--- config.mk ---
export PLATFORM = sky130hd
export DESIGN_NAME = seg_scan_ctrl
export DESIGN_NICKNAME = d
export VERILOG_FILES = /design/src/rtl/seg_scan_ctrl.sv
export SDC_FILE = /design/constraint.sdc
export NUM_CORES = 1
export LEC_CHECK = 0
export BUFFER_PORTS_ARGS = -buffer_cell sky130_fd_sc_hd__buf_4
export CAP_MARGIN = 20
export CORE_MARGIN = 3
export CORE_UTILIZATION = 60
export CTS_BUF_LIST = sky130_fd_sc_hd__clkbuf_8
export DETAILED_ROUTE_END_ITERATION = 10
export PLACE_DENSITY = 0.86
export SETUP_SLACK_MARGIN = 0.05
export SLEW_MARGIN = 0
export SYNTH_ARGS = -nofsm -noshare
export SYNTH_HDL_FRONTEND = slang
export SYNTH_SLANG_ARGS = --single-unit
--- constraint.sdc ---
create_clock -name clk -period 2.6 [get_ports clk]
set_input_delay 0.13 -clock clk [delete_from_list [all_inputs] [get_ports clk]]
set_output_delay 0.13 -clock clk [all_outputs]
set_load 0.05 [all_outputs]
--- src/rtl/seg_scan_ctrl.sv ---
`default_nettype none
// ============================================================================
// Module  : seg_scan_ctrl
// Purpose : Time-multiplexes one shared 4-bit-to-7-segment decoder across
//           four registered hex digit outputs. It has a one-deep pending
//           slot for loads that arrive while a scan is running.
// Option  : SEG_LZ_SUPPRESS_EN - when defined, leading zero digits 3..1
//           are blanked.
// Revision: 1.0 - initial release
// ============================================================================
module seg_scan_ctrl #(
  parameter int INVERT = 1
) (
  input  logic        clk,
  input  logic        rst_n,
  input  logic        load,
  input  logic [15:0] value,
  input  logic [3:0]  blank_mask,
  output logic [3:0]  dec_code,
  input  logic [6:0]  dec_seg,
  output logic [6:0]  hex0,
  output logic [6:0]  hex1,
  output logic [6:0]  hex2,
  output logic [6:0]  hex3,
  output logic        busy,
  output logic        done
);

  localparam logic [6:0] C_BLANK = (INVERT != 0) ? 7'h7F : 7'h00;

  typedef enum logic [1:0] {
    ST_IDLE = 2'd0,
    ST_SCAN = 2'd1,
    ST_DONE = 2'd2
  } state_t;

  state_t          r_state;
  state_t          w_state_nxt;
  logic            w_start;
  logic [1:0]      r_idx;
  logic [15:0]     r_work_val;
  logic [3:0]      r_work_mask;
  logic [15:0]     r_pend_val;
  logic [3:0]      r_pend_mask;
  logic            r_pend;
  logic [15:0]     w_start_val;
  logic [3:0]      w_start_mask;
  logic [3:0]      w_digit;
  logic [3:0]      w_lz;
  logic            w_blank;
  logic [6:0]      w_seg;
  logic [3:0][6:0] r_hex;

  always_ff @(posedge clk) begin
    if (!rst_n) begin
      r_state <= ST_IDLE;
    end else begin
      r_state <= w_state_nxt;
    end
  end

  always_comb begin
    w_state_nxt = r_state;
    w_start     = 1'b0;
    case (r_state)
      ST_IDLE: begin
        if (load) begin
          w_state_nxt = ST_SCAN;
          w_start     = 1'b1;
        end
      end
      ST_SCAN: begin
        if (r_idx == 2'd3) begin
          w_state_nxt = ST_DONE;
        end
      end
      ST_DONE: begin
        // Back-to-back restart avoids an idle gap between queued values
        if (load || r_pend) begin
          w_state_nxt = ST_SCAN;
          w_start     = 1'b1;
        end else begin
          w_state_nxt = ST_IDLE;
        end
      end
      default: begin
        w_state_nxt = ST_IDLE;
      end
    endcase
  end

  // An incoming load always beats the pending slot
  assign w_start_val  = load ? value      : r_pend_val;
  assign w_start_mask = load ? blank_mask : r_pend_mask;

  always_ff @(posedge clk) begin
    if (!rst_n) begin
      r_work_val  <= 16'h0000;
      r_work_mask <= 4'h0;
      r_idx       <= 2'd0;
    end else if (w_start) begin
      r_work_val  <= w_start_val;
      r_work_mask <= w_start_mask;
      r_idx       <= 2'd0;
    end else if (r_state == ST_SCAN) begin
      r_idx       <= r_idx + 2'd1;
    end
  end

  always_ff @(posedge clk) begin
    if (!rst_n) begin
      r_pend      <= 1'b0;
      r_pend_val  <= 16'h0000;
      r_pend_mask <= 4'h0;
    end else if ((r_state == ST_SCAN) && load) begin
      r_pend      <= 1'b1;
      r_pend_val  <= value;
      r_pend_mask <= blank_mask;
    end else if (r_state == ST_DONE) begin
      r_pend      <= 1'b0;
    end
  end

`ifdef SEG_LZ_SUPPRESS_EN
  assign w_lz[3] = (r_work_val[15:12] == 4'h0);
  assign w_lz[2] = w_lz[3] && (r_work_val[11:8] == 4'h0);
  assign w_lz[1] = w_lz[2] && (r_work_val[7:4] == 4'h0);
  assign w_lz[0] = 1'b0;
`else
  assign w_lz = 4'b0000;
`endif

  assign w_digit  = r_work_val[{r_idx, 2'b00} +: 4];
  assign w_blank  = r_work_mask[r_idx] | w_lz[r_idx];
  assign w_seg    = w_blank ? C_BLANK : dec_seg;
  assign dec_code = (r_state == ST_SCAN) ? w_digit : 4'h0;

  always_ff @(posedge clk) begin
    if (!rst_n) begin
      r_hex <= {4{C_BLANK}};
    end else if (r_state == ST_SCAN) begin
      r_hex[r_idx] <= w_seg;
    end
  end

  assign hex0 = r_hex[0];
  assign hex1 = r_hex[1];
  assign hex2 = r_hex[2];
  assign hex3 = r_hex[3];
  assign busy = (r_state != ST_IDLE);
  assign done = (r_state == ST_DONE);

endmodule
`default_nettype wire

Yosys cells after proc, flatten, opt, wreduce, memory -nomap -nowiden
Index checks and enable logic that the tools add are counted.
{"block": "op_classes", "n_lt_le_gt_ge": 2, "reduce_logical": 8, "n_bitwise": 2, "eq_ne": 5, "n_addsub": 1, "muxes": 20, "n_shift": 1}
{"op": "$bwmux W28", "n": 1}
{"op": "$mux W16", "n": 1}
{"op": "$shiftx A16 B5 Y4", "n": 1}
{"op": "$demux W7 S2", "n": 1}
{"op": "$mux W7", "n": 2}
{"op": "$mux W4", "n": 2}
{"op": "$mux W1", "n": 7}
{"op": "$pmux W2 S3", "n": 1}
{"op": "$bmux W1 S2", "n": 2}
{"op": "$eq A2 B2 Y1 const B", "n": 2}
{"op": "$mux W2", "n": 2}
{"op": "$ne A2 B2 Y1 const B", "n": 2}
{"op": "$reduce_bool A2 Y1", "n": 2}
{"op": "$lt A2 B3 Y1 const B", "n": 1}
{"op": "$add A2 B1 Y2 const B", "n": 1}
{"op": "$eq A2 B1 Y1 const B", "n": 1}
{"op": "$ge A2 B1 Y1 const B", "n": 1}
{"op": "$logic_and A1 B1 Y1", "n": 2}
{"op": "$logic_not A2 Y1", "n": 1}
{"op": "$pmux W1 S2", "n": 1}
{"op": "$reduce_and A2 Y1", "n": 1}
{"op": "$reduce_or A2 Y1", "n": 1}
{"op": "$logic_or A1 B1 Y1", "n": 1}
{"op": "$not A1 Y1", "n": 1}
{"op": "$or A1 B1 Y1", "n": 1}
{"block": "totals", "output_inout_bits": 34, "regBits": 73, "input_bits": 30}

Longest topological paths before layout
Gate-level depths: netlist of run 1.
{"block": "logic_depth", "word_depth": 5, "depth_mapped": 7}

Worst setup path after synthesis of run 1
No wires, ideal clock.
{"block": "synth_timing", "path_kind": "reg2reg", "start": "register r_state[1]", "end": "register r_pend", "path_stages_with_launch": 5, "synth_period_minus_slack_ns": 1.716, "slack_ns": 0.884, "t_required_ns": 2.485, "t_arrival_ns": 1.601, "path_cell_list": "dfxtp_1 clkbuf_1 nor2b_1 nor2b_1 o21a_1"}
{"element": "start, declared", "line": "37", "text": "state_t r_state;"}
{"element": "start signal, assigned", "line": "58", "text": "r_state <= w_state_nxt;"}
{"element": "$eq A2 B2 Y1"}
{"element": "via done", "line": "26", "text": "output logic done"}
{"element": "$reduce_bool A2 Y1 (no source line)"}
{"element": "end signal, assigned", "line": "112", "text": "r_pend <= 1'b0;"}
{"element": "end signal, assigned", "line": "116", "text": "r_pend <= 1'b1;"}
{"element": "end signal, assigned", "line": "120", "text": "r_pend <= 1'b0;"}
{"element": "end, declared", "line": "45", "text": "logic r_pend;"}
The timed path passes the listed nets, and every way through them passes these cells.
A chain may end at the register's enable or synchronous reset.

Worst setup path after layout of run 1
{"block": "layout_timing", "start": "register r_idx[0]", "end": "output port dec_code[3]"}
{"block": "layout_via", "elab_chain_len": 2}
{"element": "start, declared", "line": "40", "text": "logic [1:0] r_idx;"}
{"element": "start signal, assigned", "line": "106", "text": "r_idx <= r_idx + 2'd1;"}
{"element": "$shiftx A16 B5 Y4", "line": "133", "text": "assign w_digit = r_work_val[{r_idx, 2'b00} +: 4];"}
{"element": "$mux W4", "line": "136", "text": "assign dec_code = (r_state == ST_SCAN) ? w_digit : 4'h0;"}
{"element": "end, declared", "line": "19", "text": "output logic [3:0] dec_code,"}
No other way between the ends.

==> results of run 1 <==
==> worst paths after layout <==
path	start	end	slack, ns	cells past startpoint
worst max-delay path	r_idx[0]$_SDFFE_PP0P_	dec_code[3]	0.52	3
worst min-delay path	value[13]	r_pend_val[13]$_SDFFE_PN0P_	0.05	3
worst max register to register	r_idx[0]$_SDFFE_PP0P_	hex3[0]$_SDFFE_PN1P_	0.63	3
worst min register to register	r_pend_mask[2]$_SDFFE_PN0P_	r_pend_mask[2]$_SDFFE_PN0P_	0.46	2
==> cell type report <==
class                           instances  area share
Multi-Input combinational cell        262       0.421
Inverter                                2     0.00193
Clock buffer                           10      0.0354
Timing Repair Buffer                   67       0.129
Sequential cell                        73       0.376
Tap cell                               70      0.0225
Clock inverter                          6      0.0132
==> power by group through the flow <==
| stage | clock (uW) | sequential, uW | combinational, uW |
|---|---|---|---|
| after global routing | 911 | 1190 | 307 |
| after floorplan | 0 | 1230 | 175 |
| after global placement | 0 | 1210 | 274 |
| final | 855 | 1190 | 281 |
| after CTS | 870 | 1190 | 282 |
| after detailed placement | 0 | 1210 | 280 |
==> cell usage in the layout (no fill, tap or decap) <==
| cell type | instances |
|---|---|
| sky130_fd_sc_hd__a21oi_2 | 1 |
| sky130_fd_sc_hd__ha_1 | 4 |
| sky130_fd_sc_hd__a21boi_0 | 40 |
| sky130_fd_sc_hd__and2_1 | 5 |
| sky130_fd_sc_hd__and3b_1 | 5 |
| sky130_fd_sc_hd__mux4_2 | 2 |
| sky130_fd_sc_hd__o21a_1 | 2 |
| sky130_fd_sc_hd__xnor2_1 | 1 |
| sky130_fd_sc_hd__nand2_1 | 40 |
| sky130_fd_sc_hd__or3_1 | 20 |
| sky130_fd_sc_hd__buf_4 | 67 |
| sky130_fd_sc_hd__inv_1 | 5 |
| sky130_fd_sc_hd__o21ai_1 | 20 |
| sky130_fd_sc_hd__mux2i_1 | 21 |
| sky130_fd_sc_hd__o21ai_0 | 29 |
| sky130_fd_sc_hd__nand3b_1 | 5 |
| sky130_fd_sc_hd__bufinv_16 | 1 |
| sky130_fd_sc_hd__clkinv_2 | 2 |
| sky130_fd_sc_hd__nor3_1 | 28 |
| sky130_fd_sc_hd__or2_2 | 1 |
| sky130_fd_sc_hd__dfxtp_1 | 73 |
| sky130_fd_sc_hd__clkbuf_8 | 10 |
| sky130_fd_sc_hd__mux4_1 | 3 |
| sky130_fd_sc_hd__nor2_1 | 31 |
| sky130_fd_sc_hd__nor2b_1 | 4 |
==> cell families (layout without fill, tap and decap cells) <==
group                      Yosys count  count (layout)  share of synthesized area
muxes                               26              26                      0.102
AOI/OAI and AO/OA                   92              92                      0.172
DFF                                 73              73                      0.445
xor gates and xnor gates             1               1                    0.00267
buffers and inverters               38              85                     0.0572
adders and majority gates            4               4                     0.0152
and+or+nand+nor                    139             139                      0.206
==> per-layer routing <==
metal | wire, um | up-vias | share of wire | GRT usage
met5 | 0 | - | 0 | 0
met1 | 2930 | 1250 | 0.42 | 0.267
li1 | - | 1370 | - | -
met2 | 3530 | 74 | 0.51 | 0.397
met4 | 127 | 0 | 0.018 | 0.115
met3 | 400 | 13 | 0.057 | 0.0440
==> cell usage after synthesis, types with 3 or more instances <==
cell,number
sky130_fd_sc_hd__a21boi_0,40
sky130_fd_sc_hd__and3b_1,5
sky130_fd_sc_hd__ha_1,4
sky130_fd_sc_hd__nand3b_1,5
sky130_fd_sc_hd__or3_1,20
sky130_fd_sc_hd__nor2b_1,4
sky130_fd_sc_hd__nand2_1,40
sky130_fd_sc_hd__o21ai_0,29
sky130_fd_sc_hd__nor2_1,31
sky130_fd_sc_hd__dfxtp_1,73
sky130_fd_sc_hd__and2_1,5
sky130_fd_sc_hd__clkbuf_1,28
sky130_fd_sc_hd__o21ai_1,20
sky130_fd_sc_hd__buf_2,3
sky130_fd_sc_hd__mux2i_1,21
sky130_fd_sc_hd__mux4_1,3
sky130_fd_sc_hd__nor3_1,28
==> flip-flops by register name (all words and copies together), names as in the netlist <==
signal       flops
r_state          2
hex0             7
r_pend_val      16
hex2             7
hex3             7
r_pend_mask      4
r_work_val      16
r_pend           1
r_work_mask      4
hex1             7
r_idx            2
==> worst max-delay path: cells and delay by family (launching register included) <==
family	cells	cell delay [ns]
and+or+nand+nor	1	0.19
buffers and inverters	1	0.19
DFF	1	0.61
muxes	1	0.62
==> through the flow <==
stage	power, uW	hold WS [ns]
6_report	2320	0.0457
5_1_grt	2410	0.0501
4_1_cts	2340	0.0331
3_5_place_dp	1490	0.407
3_3_place_gp	1480	0.401
2_1_floorplan	1400	0.275
==> impl_metrics.yaml, run 1 <==
pwr:
  clock_power_share: 0.368
  power.leakage_uw: 0.00156
  power.sequential.fraction: 0.511
  share_of_power_burned_in_combinational_logic: 0.121
  power_density_nw_per_um2: 598
  sw_pwr_uw: 592
  cellInternalPower_uw: 1730
  ir_drop_mv: 0.386
  power_switching_share: 0.255
clocking:
  cts.clk_slew.worst_paths_ns: 0.07
  ctsRootBufferMaster: "sky130_fd_sc_hd__clkbuf_8"
  gates_resized_cts_repair: 0
  worst_skew_pair.late_latency_ns: 0.35
  cts_buffer_depth: 2
  cts-hold-fix-buffers: 0
  cts_setup_buffers: 0
  tritoncts: "yes"
  numCtsBuffers: 9
  ctsHtreeMaxLevel: 3
  cts_sinks: 73
timing:
  finalWorstSetupSlack_ns: 0.518
  worst-slew-pin-transition_ns: 0.750
  timing.fmax_mhz: 480
  grt_setup_unrepaired: "false"
  final.setup.tns_ns: 0
  finalSetupViolCount: 0
  fin_skew_ns: 0.0104
  finalWorstPathRequiredPeriod_ns: 2.08
  timing_max_transition_violations_final: 0
  relSlewSlack: 0.500
  hold_viol_final: 0
  finalCritPeriodShare: 0.801
finish:
  final_util: 0.747
  post_layout_nonfiller_instances: 490
  area_growth_syn_to_layout_pct: 18.4
  post_route_cells_drive_above_1_share: 0.200
  insertedDiodeCount: 0
  finalInstanceArea_um2: 3890
  nets: 449
  final.fill_count: 414
  final-seq-area_um2: 1460
  multi_input_area_um2: 1640
critical_path:
  critical-path-max-stage-delay_ns: 0.62
  cells_along_the_critical_path: "mux4_1 -> and2_1 -> buf_4"
  timing.critical_path.from_type: "flop"
  crit_path_top_delay_cell: "sky130_fd_sc_hd__mux4_1"
  required_ns: 2.47
  crit_path_max_fanout: 9
  critPathCaptureType: "primary output"
  critPathKind: "reg2out"
  critPathArrivalTime_ns: 1.95
logic_synthesis:
  synth.lib_cells_used.distinct: 26
  netlist.area_leader.share: 0.445
  syn-mean-instance-area_um2: 8.80
  mappedNetlistArea_um2: 3280
  synth.ff_latch_count: 73
  main_synth_ff_type: "sky130_fd_sc_hd__dfxtp_1"
  synth_seq_area_share: 0.445
  synth_top_cell_by_area: "sky130_fd_sc_hd__dfxtp_1"
  number_of_enable_type_register_cells_in_the_synthesized_netlist: 0
  synth_cells: 373
  post_synth_main_area_contributors: "sky130_fd_sc_hd__dfxtp_1, sky130_fd_sc_hd__a21boi_0, sky130_fd_sc_hd__mux2i_1"
  synth.net_count: 407
  yosysWarningCount: 0
  asyncSetResetFlopFracSynth: 0
floorplanning:
  starting_density_of_the_core: 0.631
  io_pins: 64
  die-area_um2: 6400
  die_height_um: 80.0
  fp-row-count: 26
  die_w_um: 80.0
  fp.coreArea_um2: 5200
routing:
  vias_per_cell: 5.52
  route.vias.total: 2707
  initialDrtViolationCount: 105
  postRouteWirelength_mm: 6.98
  routedWlPerCell_um: 14.2
  ant_nets: 0
  first_pass_iters: 4
  number_of_drc_violations_after_detailed_routing: 0
global_route:
  first_global_vias: 2481
  grt_util_all_layers: 0.229
  grt_overflow: 0
  grt_start_max_net_pins: 73
  grt_antenna_before_repair: 0
  grt_first_pass_wirelength_mm: 11.4
placement:
  place.detailed.instances: 474
  globalplace.congestion: 0.794
  place_area_um2: 3700
  detailedPlace.worstSlack_ns: 0.665
  port-buffer-count: 63
  detailed_place_hpwl_mm: 4.64
flow_run:
  max-cap-violations: 0
outcome:
  status: "complete, no violations"
worst_hold_path:
  min_path_type: "in2reg"
Power figures use the tool's default switching activity.
==> run 2: changes to the inputs <==
--- a/config.mk
+++ b/config.mk
@@ -5,13 +5,14 @@
 export SDC_FILE = /design/constraint.sdc
 export NUM_CORES = 1
 export LEC_CHECK = 0
+export ABC_AREA = 1
 export BUFFER_PORTS_ARGS = -buffer_cell sky130_fd_sc_hd__buf_4
 export CAP_MARGIN = 20
 export CORE_MARGIN = 3
-export CORE_UTILIZATION = 60
+export CORE_UTILIZATION = 51
 export CTS_BUF_LIST = sky130_fd_sc_hd__clkbuf_8
 export DETAILED_ROUTE_END_ITERATION = 10
-export PLACE_DENSITY = 0.86
+export PLACE_DENSITY = 0.78
 export SETUP_SLACK_MARGIN = 0.05
 export SLEW_MARGIN = 0
 export SYNTH_ARGS = -nofsm -noshare
==> constraint.sdc (replaced) <==
create_clock -name clk -period 1.9 [get_ports clk]
set_input_delay 0.095 -clock clk [delete_from_list [all_inputs] [get_ports clk]]
set_output_delay 0.095 -clock clk [all_outputs]
set_load 0.05 [all_outputs]
==> impl_metrics.yaml, run 2 <==
critical_path:
  critPathKind: "reg2out"
  critPathCaptureType: "primary output"
  timing.critical_path.from_type: "flop"
  crit_path_max_fanout: 13
  required_ns: 1.80
  critPathArrivalTime_ns: 1.59
  reg2reg_to: "hex2[3]$_SDFFE_PN1P_"
  rr_startpoint: "r_idx[0]$_SDFFE_PP0P_"
  r2r.worst_path.cells: 6
  r2r_setup_slack_ns: 0.43
clocking:
  numCtsBuffers: 9
  tritoncts: "yes"
  ctsRootBufferMaster: "sky130_fd_sc_hd__clkbuf_8"
  cts_sinks: 73
  cts_buffer_depth: 2
  worst_skew_pair.late_latency_ns: 0.34
  ctsHtreeMaxLevel: 3
  cts-hold-fix-buffers: 0
  cts.clk_slew.worst_paths_ns: 0.07
  cts_setup_buffers: 0
  gates_resized_cts_repair: 0
routing:
  initialDrtViolationCount: 132
  routedWlPerCell_um: 11.8
  postRouteWirelength_mm: 6.61
  vias_per_cell: 4.99
  route.vias.total: 2797
  first_pass_iters: 4
  number_of_drc_violations_after_detailed_routing: 0
  ant_nets: 0
worst_hold_path:
  hold_end: "r_pend_val[3]$_SDFFE_PN0P_"
  min_path_type: "in2reg"
  worstHoldPathCells: 3
  worstHoldStart: "value[3]"
logic_synthesis:
  yosysWarningCount: 0
  post_synth_main_area_contributors: "sky130_fd_sc_hd__dfxtp_1, sky130_fd_sc_hd__nand2_1, sky130_fd_sc_hd__a21oi_1"
  main_synth_ff_type: "sky130_fd_sc_hd__dfxtp_1"
  mappedNetlistArea_um2: 3030
  synth_cells: 428
  number_of_enable_type_register_cells_in_the_synthesized_netlist: 0
  synth.lib_cells_used.distinct: 16
  synth.net_count: 462
  synth_top_cell_by_area: "sky130_fd_sc_hd__dfxtp_1"
  syn-mean-instance-area_um2: 7.07
  synth.ff_latch_count: 73
  synth_seq_area_share: 0.483
  netlist.area_leader.share: 0.483
  synthTopCellsByCount: "sky130_fd_sc_hd__nand2_1, sky130_fd_sc_hd__dfxtp_1, sky130_fd_sc_hd__nor2_1, sky130_fd_sc_hd__a21oi_1, sky130_fd_sc_hd__o21ai_0"
  synthMostInstantiatedCell: "sky130_fd_sc_hd__nand2_1"
  asyncSetResetFlopFracSynth: 0
floorplanning:
  starting_density_of_the_core: 0.539
  io_pins: 64
  die_height_um: 83.0
  die-area_um2: 6890
  fp.coreArea_um2: 5610
  fp-row-count: 27
  die_w_um: 83.0
placement:
  globalplace.congestion: 0.818
  place_area_um2: 3520
  detailed_place_hpwl_mm: 4.64
  port-buffer-count: 63
timing:
  final.setup.tns_ns: 0
  finalSetupViolCount: 0
  finalCritPeriodShare: 0.889
  timing_max_transition_violations_final: 0
  grt_setup_unrepaired: "false"
  fin_skew_ns: 0.00516
  timing.fmax_mhz: 592
  finalWorstPathRequiredPeriod_ns: 1.69
  worst-slew-pin-transition_ns: 0.938
  relSlewSlack: 0.374
  hold_viol_final: 0
finish:
  final.fill_count: 506
  area_growth_syn_to_layout_pct: 22.9
  layout_common_cells: "sky130_fd_sc_hd__nand2_1, sky130_fd_sc_hd__dfxtp_1, sky130_fd_sc_hd__buf_4, sky130_fd_sc_hd__nor2_1, sky130_fd_sc_hd__a21oi_1"
  final_common_cell: "sky130_fd_sc_hd__nand2_1"
  insertedDiodeCount: 0
  finalInstanceArea_um2: 3720
  post_route_cells_drive_above_1_share: 0.182
  layout_top_registers: "r_pend_val: 16 flops, r_work_val: 16 flops"
  nets: 519
pwr:
  ir_drop_mv: 0.590
  power.leakage_uw: 0.00158
  power_density_nw_per_um2: 917
global_route:
  first_global_vias: 2484
  grt_start_max_net_pins: 43
  grt_util_all_layers: 0.198
  grt_overflow: 0
  grt_antenna_before_repair: 0
  grt_first_pass_wirelength_mm: 11.3
flow_run:
  max-cap-violations: 0
outcome:
  status: "complete, no violations"
## run 2: cell types whose count changed in the layout (fill, tap and decap cells not counted), moves of 21 or more
cell / previous run / this run
sky130_fd_sc_hd__nand2_1: 40 / 104
sky130_fd_sc_hd__a21oi_1: 0 / 56
sky130_fd_sc_hd__inv_1: 5 / 36
sky130_fd_sc_hd__nor2_1: 31 / 57
sky130_fd_sc_hd__mux2i_1: 21 / 0
sky130_fd_sc_hd__nor3_1: 28 / 0
sky130_fd_sc_hd__a21boi_0: 40 / 0
## run 2: area by class of cell
cell class | count | area (um2) | share of cell area
Inverter | 40 | 150 | 0.0404
Timing Repair Buffer | 67 | 503 | 0.135
Multi-Input combinational cell | 294 | 1310 | 0.353
Clock inverter | 5 | 73.8 | 0.0199
Tap cell | 72 | 90.1 | 0.0242
Clock buffer | 9 | 124 | 0.0333
Sequential cell | 73 | 1460 | 0.393
## run 2: how the worst max path moves through the flow
stage,from,end
5_1_grt,r_idx[1]$_SDFFE_PP0P_,dec_code[1]
2_1_floorplan,r_idx[0]$_SDFFE_PP0P_,dec_code[0]
4_1_cts,r_idx[1]$_SDFFE_PP0P_,dec_code[1]
3_3_place_gp,r_idx[1]$_SDFFE_PP0P_,hex0[4]$_SDFFE_PN1P_
6_report,r_idx[0]$_SDFFE_PP0P_,dec_code[1]
3_5_place_dp,r_idx[1]$_SDFFE_PP0P_,hex1[5]$_SDFFE_PN1P_
## run 2: cell families after synthesis
logic type,count (synthesis),share of synthesized area
flip-flops,73,0.483
AND/OR/NAND/NOR,166,0.213
AO/OA/AOI/OAI,124,0.205
adder cells (fa/ha/maj),4,0.0165
buffers and inverters,61,0.0827
## run 2: critical path, stage by stage (launching register included)
cell and delay, ns:
sky130_fd_sc_hd__dfxtp_1 0.34, sky130_fd_sc_hd__buf_4 0.19, sky130_fd_sc_hd__nor2_1 0.05, sky130_fd_sc_hd__nor2_1 0.08, sky130_fd_sc_hd__o21ai_0 0.11, sky130_fd_sc_hd__a21oi_1 0.23, sky130_fd_sc_hd__buf_4 0.24
## run 2: metrics by stage
step / worst slack [ns] / total power, uW / instances / util / hold slack [ns]
floorplan: 0.244 / 2040 / 428 / - / 0.233
CTS: 0.0994 / 3430 / 560 / 0.663 / 0.0145
global placement: 0.455 / 2180 / 546 / 0.627 / 0.363
finish: 0.212 / 3410 / 560 / 0.663 / 0.0232
detailed placement: 0.381 / 2190 / 546 / 0.627 / 0.373
global route: 0.0959 / 3570 / 560 / 0.663 / 0.0207
## run 2: per-layer routing
layer / track usage / wire (um) / vias up
met3: 0.0456 / 321 / 15
met4: 0.0951 / 161 / 0
met1: 0.263 / 3220 / 1241
met2: 0.302 / 2910 / 65
met5: 0 / 0 / -
li1: - / - / 1476
## run 2: report_power, final
group          leakage, uW  total [uW]  internal [uW]  switching (uW)
Sequential        0.000599        1660           1620            39.2
Clock             0.000106        1250            715             533
Combinational     0.000871         503            171             332
Total              0.00158        3410           2500             905
==> run 3: changes to the inputs <==
--- a/config.mk
+++ b/config.mk
@@ -12,7 +12,7 @@
 export CORE_UTILIZATION = 51
 export CTS_BUF_LIST = sky130_fd_sc_hd__clkbuf_8
 export DETAILED_ROUTE_END_ITERATION = 10
-export PLACE_DENSITY = 0.78
+export PLACE_DENSITY = 0.82
 export SETUP_SLACK_MARGIN = 0.05
 export SLEW_MARGIN = 0
 export SYNTH_ARGS = -nofsm -noshare
==> impl_metrics.yaml, run 3 (synthesized netlist as in run 2, its figures left out) <==
outcome:
  status: "complete, no violations"
critical_path:
  critPathKind: "reg2out"
  r2r_setup_slack_ns: 0.38
  rr_startpoint: "r_idx[0]$_SDFFE_PP0P_"
  critPathCaptureType: "primary output"
  r2r.worst_path.cells: 6
  required_ns: 1.80
  crit_path_max_fanout: 13
  timing.critical_path.from_type: "flop"
  reg2reg_to: "hex0[0]$_SDFFE_PN1P_"
  critPathArrivalTime_ns: 1.59
timing:
  hold_viol_final: 0
  timing_max_transition_violations_final: 0
  finalCritPeriodShare: 0.885
  finalWorstSetupSlack_ns: 0.219
  timing.fmax_mhz: 595
  finalWorstPathRequiredPeriod_ns: 1.68
  worst-slew-pin-transition_ns: 0.942
  finalSetupViolCount: 0
  final.setup.tns_ns: 0
  fin_skew_ns: 0.00821
  grt_setup_unrepaired: "false"
  relSlewSlack: 0.372
clocking:
  ctsHtreeMaxLevel: 3
  cts_sinks: 73
  cts.clk_slew.worst_paths_ns: 0.08
  cts-hold-fix-buffers: 0
  cts_buffer_depth: 2
  tritoncts: "yes"
  ctsRootBufferMaster: "sky130_fd_sc_hd__clkbuf_8"
  numCtsBuffers: 9
  worst_skew_pair.late_latency_ns: 0.35
global_route:
  grt_overflow: 0
  grt_start_max_net_pins: 43
  grt_antenna_before_repair: 0
  first_global_vias: 2644
  grt_util_all_layers: 0.204
  grt_first_pass_wirelength_mm: 11.8
floorplanning:
  io_pins: 64
  die_w_um: 83.0
  fp-row-count: 27
  die-area_um2: 6890
  fp.coreArea_um2: 5610
  starting_density_of_the_core: 0.539
  die_height_um: 83.0
routing:
  ant_nets: 0
  number_of_drc_violations_after_detailed_routing: 0
  initialDrtViolationCount: 194
  vias_per_cell: 5.10
  postRouteWirelength_mm: 6.87
  routedWlPerCell_um: 12.2
  first_pass_iters: 4
  route.vias.total: 2868
pwr:
  power.leakage_uw: 0.00157
  power_density_nw_per_um2: 907
  ir_drop_mv: 0.434
  total_power_uw: 3370
worst_hold_path:
  hold_end: "r_pend_val[3]$_SDFFE_PN0P_"
  worstHoldPathCells: 3
  min_path_type: "in2reg"
  worstHoldStart: "value[3]"
placement:
  detailedPlace.worstSlack_ns: 0.338
  detailed_place_hpwl_mm: 4.71
  port-buffer-count: 63
  globalplace.congestion: 0.824
finish:
  layout_top_registers: "r_pend_val: 16 flops, r_work_val: 16 flops"
  nets: 519
  insertedDiodeCount: 0
  final_common_cell: "sky130_fd_sc_hd__nand2_1"
  layout_common_cells: "sky130_fd_sc_hd__nand2_1, sky130_fd_sc_hd__dfxtp_1, sky130_fd_sc_hd__buf_4, sky130_fd_sc_hd__nor2_1, sky130_fd_sc_hd__a21oi_1"
  post_route_cells_drive_above_1_share: 0.190
  area_growth_syn_to_layout_pct: 22.8
flow_run:
  max-cap-violations: 0
run 3: cell count changes in the layout (fill, tap and decap cells not counted):
cell / delta
sky130_fd_sc_hd__clkinv_2: +2
sky130_fd_sc_hd__bufinv_16: -1
sky130_fd_sc_hd__clkbuf_8: +1
sky130_fd_sc_hd__clkinvlp_4: +1
sky130_fd_sc_hd__dfxtp_1: -1
sky130_fd_sc_hd__dfxtp_2: +1
sky130_fd_sc_hd__inv_1: -1
run 3: worst max-delay path, stage by stage, from the launching register on:
cell and delay (ns):
sky130_fd_sc_hd__dfxtp_2 0.36, sky130_fd_sc_hd__inv_1 0.30, sky130_fd_sc_hd__o21ai_0 0.17, sky130_fd_sc_hd__a21oi_1 0.20, sky130_fd_sc_hd__buf_4 0.22
run 3: metal layers:
metal / global-route usage / up-vias / share of wire
li1: - / 1488 / -
met1: 0.255 / 1293 / 0.44
met2: 0.345 / 79 / 0.48
met3: 0.0387 / 8 / 0.069
met4: 0.0832 / 0 / 0.012
met5: 0 / - / 0
run 3: how the worst max path moves through the flow:
| stage | cells past startpoint | from | endpoint |
|---|---|---|---|
| 2_1_floorplan | 4 | r_idx[0]$_SDFFE_PP0P_ | dec_code[0] |
| 3_3_place_gp | 6 | r_idx[1]$_SDFFE_PP0P_ | hex1[1]$_SDFFE_PN1P_ |
| 3_5_place_dp | 6 | r_idx[0]$_SDFFE_PP0P_ | hex0[1]$_SDFFE_PN1P_ |
| 4_1_cts | 6 | r_idx[0]$_SDFFE_PP0P_ | dec_code[1] |
| 5_1_grt | 4 | r_idx[0]$_SDFFE_PP0P_ | dec_code[1] |
| 6_report | 4 | r_idx[0]$_SDFFE_PP0P_ | dec_code[1] |
run 3: per-stage QoR:
stage	cells	hold slack (ns)	util	area [um2]
5_1_grt	562	0.0387	0.663	3720
3_3_place_gp	546	0.363	0.627	3520
2_1_floorplan	428	0.233	-	3030
6_report	562	0.0183	0.663	3720
4_1_cts	562	0.0199	0.662	3710
3_5_place_dp	546	0.376	0.627	3520
run 3: power breakdown:
part / internal [uW] / switching (uW) / total, uW
logic: 171 / 335 / 506
clock network: 633 / 575 / 1210
registers: 1620 / 39.9 / 1660
total: 2420 / 950 / 3370
run 3: what timing repair did:
item,in CTS,in global routing
hold endpoints to repair,0,0
gates resized for setup,0,2
setup endpoints to repair,0,3
buffers inserted,0,0
run 3: cell type report:
class,count,area (um2)
inverter,40,150
multi-input combinational,294,1310
sequential,73,1460
clock inverter,6,57.6
timing repair buffer,67,503
fill,498,1890
clock buffer,10,138
tap,72,90.1
